**config.mk**
```make
export PLATFORM = sky130hd
export DESIGN_NAME = button_event
export DESIGN_NICKNAME = d
export VERILOG_FILES = /design/src/rtl/button_event.sv
export SDC_FILE = /design/constraint.sdc
export NUM_CORES = 1
export LEC_CHECK = 0
export ABC_AREA = 1
export ABC_CLOCK_PERIOD_IN_PS = 4400
export CAP_MARGIN = 25
export CORE_AREA = 2 2 80 97
export DETAILED_ROUTE_END_ITERATION = 8
export DIE_AREA = 0 0 82 99
export GPL_TIMING_DRIVEN = 0
export PLACE_DENSITY = 0.52
export SETUP_SLACK_MARGIN = 0.4
export SLEW_MARGIN = 20
export SYNTH_ARGS = -nofsm -noshare
export SYNTH_HDL_FRONTEND = slang
export SYNTH_SLANG_ARGS = --single-unit
```
**constraint.sdc**
```tcl
create_clock -name clk -period 4.4 [get_ports clk]
set_input_delay 1.32 -clock clk [delete_from_list [all_inputs] [get_ports clk]]
set_output_delay 1.32 -clock clk [all_outputs]
set_load 0.03 [all_outputs]
```
**src/rtl/button_event.sv**
```systemverilog
// Turns a debounced button level into single-cycle press/release/click/long/repeat events.
// A button already down at reset is locked out until it is seen released.
module button_event #(
    parameter int unsigned HOLD_CYCLES   = 50000000,
    parameter int unsigned REPEAT_CYCLES = 10000000,
    parameter int unsigned CNT_WIDTH     = 26
) (
    input  logic clk,
    input  logic rst,
    input  logic din,
    output logic held,
    output logic press_pulse,
    output logic release_pulse,
    output logic click_pulse,
    output logic long_pulse,
    output logic repeat_pulse
);

    localparam logic [1:0] StLockout = 2'd0;
    localparam logic [1:0] StIdle    = 2'd1;
    localparam logic [1:0] StPressed = 2'd2;
    localparam logic [1:0] StRepeat  = 2'd3;

    // Terminal counts are truncated to the counter width; parameters must fit.
    localparam logic [CNT_WIDTH-1:0] HoldLast   = CNT_WIDTH'(HOLD_CYCLES - 1);
    localparam logic [CNT_WIDTH-1:0] RepeatLast = CNT_WIDTH'(REPEAT_CYCLES - 1);

    logic [1:0]           state_q, state_d;
    logic [CNT_WIDTH-1:0] cnt_q, cnt_d;
    logic                 held_q, held_d;
    logic                 press_q, press_d;
    logic                 release_q, release_d;
    logic                 click_q, click_d;
    logic                 long_q, long_d;
    logic                 repeat_q, repeat_d;

    always_comb begin
        state_d   = state_q;
        cnt_d     = cnt_q;
        press_d   = 1'b0;
        release_d = 1'b0;
        click_d   = 1'b0;
        long_d    = 1'b0;
        repeat_d  = 1'b0;

        case (state_q)
            StLockout: begin
                if (!din) begin
                    state_d = StIdle;
                end
            end
            StIdle: begin
                if (din) begin
                    state_d = StPressed;
                    cnt_d   = '0;
                    press_d = 1'b1;
                end
            end
            StPressed: begin
                // Release wins over the terminal count on the same edge.
                if (!din) begin
                    state_d   = StIdle;
                    release_d = 1'b1;
                    click_d   = 1'b1;
                end else if (cnt_q == HoldLast) begin
                    state_d = StRepeat;
                    cnt_d   = '0;
                    long_d  = 1'b1;
                end else begin
                    cnt_d = cnt_q + 1'b1;
                end
            end
            StRepeat: begin
                if (!din) begin
                    state_d   = StIdle;
                    release_d = 1'b1;
                end else if (cnt_q == RepeatLast) begin
                    cnt_d    = '0;
                    repeat_d = 1'b1;
                end else begin
                    cnt_d = cnt_q + 1'b1;
                end
            end
            default: begin
                state_d = StLockout;
                cnt_d   = '0;
            end
        endcase

        held_d = (state_d == StPressed) || (state_d == StRepeat);
    end

    always_ff @(posedge clk or posedge rst) begin
        if (rst) begin
            state_q   <= StLockout;
            cnt_q     <= '0;
            held_q    <= 1'b0;
            press_q   <= 1'b0;
            release_q <= 1'b0;
            click_q   <= 1'b0;
            long_q    <= 1'b0;
            repeat_q  <= 1'b0;
        end else begin
            state_q   <= state_d;
            cnt_q     <= cnt_d;
            held_q    <= held_d;
            press_q   <= press_d;
            release_q <= release_d;
            click_q   <= click_d;
            long_q    <= long_d;
            repeat_q  <= repeat_d;
        end
    end

    assign held          = held_q;
    assign press_pulse   = press_q;
    assign release_pulse = release_q;
    assign click_pulse   = click_q;
    assign long_pulse    = long_q;
    assign repeat_pulse  = repeat_q;

endmodule

```
==> impl_metrics.toml, run 1 <==
[status]
status = "finished, final reports clean"

[finish]
area_growth_pct = 13.9
antenna_cells = 0
final_common_cell = "nand2_1"
fin_area_sq_mm = 0.00253
final_cell_mix = "nand2_1, inv_1, nor2_1"
fillers = 798
layout-drive-gt1-share_pct = 13.3
fin_nets = 338

[sta]
hold_viol_final = 0
slew-limit-headroom_pct = 50.3
fin_crit_ns = 2.75
slew_violations = 0
post-route-period-util_pct = 62.6
setup_tns_ns = 0
worst_pin_slew_ns = 0.744
clock_skew_ns = 0.00991
final-setup-viol-count = 0
timing.final.ws_setup_ns = 1.65
clock.fmax_mhz = 363
rsz0062_at_grt = "false"

[clock_network]
cts_buffers = 5
cts_tree = "done"
clockBufferDepth = 2
postCtsSetupRepairBufs = 0
root_buffer = "clkbuf_8"
cts_hold_buf = 0
cts.repair.resized = 0
clkSinkCount = 33
insertion_delay_ns = 0.29
htreeDepth = 2
clk_pin_slew_ns = 0.07

[synth]
avgSynthCellArea_sq_um = 7.05
netlist_area_sq_mm = 0.00222
synth_seq_cells = 33
synth-simple-area-share_pct = 39.6
yosys_warnings = 0
synth_cells = 315
synth-xor-area-share_pct = 2.36
synthAdderAreaFrac_pct = 2.82
ys_seq_area_share_pct = 37.2
synth_top_area_share_pct = 37.2
synth_top_family_by_area = "simple AND/OR/NAND/NOR gates"
syn_nets = 323
synth.area.mux_share_pct = 0
yosys.area.top_type = "dfrtp_1"
synth.area.top_cells = "dfrtp_1, nand2_1, inv_1, nor2_1, nand3_1"
ys_types = 34
synth-compound-area-share_pct = 5.18

[grt]
first_global_vias = 1906
grt.total_usage_pct = 14.5
grt_overflow = 0
grt_max_degree = 34
grt_antenna_before_repair = 0
grt_pass1_wl_mm = 9.02

[power]
combPwrFrac_pct = 43.0
switching_share_pct = 39.7
peakVddDrop_uv = 297
powerDensity_mw_per_mm2 = 450
p_seq_share_pct = 30.4
p_switching_w = 0.000452
p_leak_nw = 1.26
p_clk_share_pct = 26.6
p_int_w = 0.000687

[worst_setup_path]
worstSetupPathType = "register to output pin"
slowest_stage = "clkdlybuf4s50_1"
endpoint_kind = "output pin"
cp.arrival_ns = 1.43
cp_top_family = "buffers and inverters"
cp.required_ns = 3.08
path_cells = "clkdlybuf4s50_1"
critPathLaunchType = "register"
slowest_delay_ns = 0.70
crit_buf_inv = 1
crit_fanout = 6

[floorplan]
rows = 34
die_h_microns = 99
dieArea_sq_mm = 0.00812
io_pins = 9
core_area_sq_mm = 0.00715
start_util_pct = 31.1
die_x_microns = 82

[placement]
dp_hpwl_mm = 3.91
io_buffers = 8
dpl_cell_area_sq_mm = 0.00241
dp_slack_ns = 1.40
globalplace.congestion = 0.859

[job]
max-cap-violations = 0

[detailed_routing]
antenna_left = 0
viasPerCell = 4.54
initialDrtViolationCount = 98
avgRoutedWirePerCell_microns = 12.4
drt-pass1-iter-count = 4
drcViolationCount = 0
drt-total-wl_mm = 5.21
vias = 1911

[worst_hold_path]
hold_class = "register to register"
-- power by group through the flow --
stage                     logic (W)  clock network [W]  registers [W]
after global routing       0.000536           0.000325       0.000349
after detailed placement   0.000501                  0       0.000352
final                      0.000490           0.000303       0.000346
after CTS                  0.000502           0.000315       0.000346
after floorplan            0.000347                  0       0.000374
after global placement     0.000501                  0       0.000352
-- sequential cells by signal, summed over array words and instances, names as in the netlist --
| name | cells |
|---|---|
| held | 1 |
| cnt_q | 26 |
| long_pulse | 1 |
| click_pulse | 1 |
| state_q | 1 |
| release_pulse | 1 |
| press_pulse | 1 |
| repeat_pulse | 1 |
-- path summary, 6_finish.rpt --
kind                            start         to  slack, ns  cells after the start
setup / recovery                 held       held       1.65                      1
hold / removal               cnt_q[1]   cnt_q[1]       0.52                      2
setup reg to reg           state_q[0]  cnt_q[20]       2.55                     10
hold reg to reg              cnt_q[1]   cnt_q[1]       0.52                      2
max in group asynchronous         rst  cnt_q[19]       2.44                      2
min in group asynchronous         rst   cnt_q[9]       1.47                      2
-- metrics by stage --
step                      hold slack, ns  total power (W)  instances  util [%]
after floorplan                    0.475         0.000721        315         -
after global placement             0.493         0.000853        413      33.8
after detailed placement           0.504         0.000853        413      33.8
after CTS                          0.524          0.00116        421      35.4
after global routing               0.560          0.00121        421      35.4
final                              0.516          0.00114        421      35.4
-- layer usage --
metal / vias to the layer above / track usage (%) / wire (microns)
met4: 0 / 4.87 / 81
met1: 888 / 17.8 / 2290
met2: 22 / 24.8 / 2710
li1: 995 / - / -
met3: 6 / 2.93 / 131
met5: - / 0 / 0
-- cell usage after synthesis (all sizes together) --
cell type / instances
clkinv: 2
a21oi: 3
nand3b: 1
nor3b: 1
a31o: 1
ha: 5
dfrtp: 33
nor3: 6
xnor2: 4
xor2: 2
nor2: 57
nand3: 21
a31oi: 2
nand4: 10
buf: 4
o22ai: 1
inv: 57
nand2: 94
a22oi: 1
o21ai: 10
-- cells by family (layout without fill, tap and decap cells) --
family / count (synthesis) / count (layout)
compound gates: 18 / 18
xor+xnor: 6 / 6
fa+ha+maj: 5 / 5
buf+inv: 63 / 79
flops: 33 / 33
simple gates: 190 / 190
-- layout make-up --
| class | count | area (sq um) | area share [%] |
|---|---|---|---|
| multi-input combinational | 219 | 1110 | 43.9 |
| sequential | 33 | 826 | 32.6 |
| inverter | 59 | 228 | 9.00 |
| tap | 90 | 113 | 4.45 |
| clock buffer | 7 | 86.3 | 3.41 |
| timing repair buffer | 8 | 80.1 | 3.16 |
| buffer | 4 | 57.6 | 2.27 |
| clock inverter | 1 | 30.0 | 1.19 |
Power figures use the tool's default switching activity.
==> run 2: changes to the inputs <==
--- a/config.mk
+++ b/config.mk
@@ -6,13 +6,13 @@
 export NUM_CORES = 1
 export LEC_CHECK = 0
 export ABC_AREA = 1
-export ABC_CLOCK_PERIOD_IN_PS = 4400
+export ABC_CLOCK_PERIOD_IN_PS = 2400
 export CAP_MARGIN = 25
 export CORE_AREA = 2 2 80 97
 export DETAILED_ROUTE_END_ITERATION = 8
 export DIE_AREA = 0 0 82 99
 export GPL_TIMING_DRIVEN = 0
-export PLACE_DENSITY = 0.52
+export PLACE_DENSITY = 0.54
 export SETUP_SLACK_MARGIN = 0.4
 export SLEW_MARGIN = 20
 export SYNTH_ARGS = -nofsm -noshare
==> constraint.sdc (replaced) <==
create_clock -name clk -period 2.4 [get_ports clk]
set_input_delay 0.72 -clock clk [delete_from_list [all_inputs] [get_ports clk]]
set_output_delay 0.72 -clock clk [all_outputs]
set_load 0.03 [all_outputs]
==> impl_metrics.toml, run 2 (synthesis results as in run 1) <==
[status]
status = "finished, final reports clean"

[worst_setup_path]
crit_buf_inv = 1
cp_top_family = "flip-flops"
critPathLaunchType = "register"
path_cells = "dlygate4sd2_1"
endpoint_kind = "output pin"
slowest_delay_ns = 0.41
cp.arrival_ns = 1.11
r2r_cells = 9
worst-path-stages = 1
reg2reg_from = "held"
crit_fanout = 6
worstSetupPathType = "register to output pin"
r2r_setup_slack_ns = 0.64
slowest_stage = "dfrtp_2"
r2r_end = "cnt_q[21]"
cp.required_ns = 1.68

[sta]
slew-limit-headroom_pct = 51.7
hold_viol_final = 0
clock.fmax_mhz = 547
final-setup-viol-count = 0
worst_pin_slew_ns = 0.723
setup_tns_ns = 0
timing.final.ws_setup_ns = 0.572
rsz0062_at_grt = "false"
fin_crit_ns = 1.83
slew_violations = 0
post-route-period-util_pct = 76.2
clock_skew_ns = 0.00749

[placement]
dpl.cell_count = 413
globalplace.congestion = 0.880
dp_hpwl_mm = 3.93
dp_slack_ns = 0.0192
io_buffers = 8

[detailed_routing]
drt-total-wl_mm = 5.24
viasPerCell = 4.57
drcViolationCount = 0
initialDrtViolationCount = 85
vias = 1924
avgRoutedWirePerCell_microns = 12.4
antenna_left = 0
drt-pass1-iter-count = 4

[job]
max-cap-violations = 0

[clock_network]
clockBufferDepth = 2
cts_hold_buf = 0
cts_tree = "done"
htreeDepth = 2
clk_pin_slew_ns = 0.07
insertion_delay_ns = 0.29
cts_buffers = 5
postCtsSetupRepairBufs = 0
clkSinkCount = 33
root_buffer = "clkbuf_8"

[finish]
layout-drive-gt1-share_pct = 14.2
largest_register_ffs = 26
area_growth_pct = 12.3
ff_latch_area_sq_um = 827
final_cells = 421
fillers = 797
final_cell_mix = "nand2_1, inv_1, nor2_1"
largest-register = "cnt_q"
fin_nets = 338
multi_input_area_sq_mm = 0.00111
finish.utilization_pct = 34.9
final_common_cell = "nand2_1"
antenna_cells = 0

[floorplan]
rows = 34
core_area_sq_mm = 0.00715
dieArea_sq_mm = 0.00812
die_h_microns = 99
start_util_pct = 31.1
io_pins = 9
die_x_microns = 82

[grt]
grt_busiest_layer = "met2"
grt_antenna_before_repair = 0
met2_usage_pct = 26.1
grt.total_usage_pct = 15.1
grt_pass1_wl_mm = 9.46
first_global_vias = 1932
grt_max_degree = 34
gr-usage-met3_pct = 2.84
grt_overflow = 0
use_met1_pct = 18.2

[worst_hold_path]
hold_end = "cnt_q[1]"
hold_class = "register to register"
min_path_cells = 2
min_from = "cnt_q[1]"

[power]
peakVddDrop_uv = 495
p_leak_nw = 1.27
powerDensity_mw_per_mm2 = 784
-- run 2: routing by layer --
layer	up-vias	routed length [microns]
met1	891	2250
li1	999	-
met4	0	138
met3	11	144
met5	-	0
met2	23	2700
-- run 2: repair_timing --
action	in CTS	in global routing
pin swaps	3	1
gates resized for setup	7	2
endpoints found under the setup margin	24	1
-- run 2: layout make-up --
class                   count  share of cell area, %
plain buffers               4                   2.31
clock buffers               5                   2.76
clock inverters             3                  0.702
inverters                  59                   9.12
multi-input cells         219                   44.6
flip-flops and latches     33                   33.1
well taps                  90                   4.51
repair buffers              8                   2.86
-- run 2: worst max-delay path by stage --
stage / startpoint / end
2_1_floorplan: held / cnt_q[12]
3_3_place_gp: din / cnt_q[20]
3_5_place_dp: din / cnt_q[20]
4_1_cts: held / held
5_1_grt: held / cnt_q[21]
6_report: held / held
-- run 2: stage by stage --
step	total power [W]	hold slack (ns)	area (sq um)
2_1_floorplan	0.00132	0.475	2220
3_3_place_gp	0.00156	0.500	2410
3_5_place_dp	0.00157	0.501	2410
4_1_cts	0.00199	0.521	2490
5_1_grt	0.00211	0.573	2500
6_report	0.00196	0.520	2500
-- run 2: report_power, final --
group / switching (W) / total [W] / internal [W] / leakage (nW)
Sequential: 0.0000363 / 0.000636 / 0.000599 / 0.456
Combinational: 0.000581 / 0.000893 / 0.000312 / 0.772
Clock: 0.000227 / 0.000428 / 0.000200 / 0.0439
-- run 2: worst reg2reg max path: stages, from the launching register on --
cell and delay [ns]:
dfrtp_2 0.41, inv_1 0.07, ha_1 0.26, o21ai_2 0.20
nand2_4 0.15, nor3_4 0.33, nand2_1 0.10, nand2_1 0.07
nand2_1 0.05, nor2_2 0.07
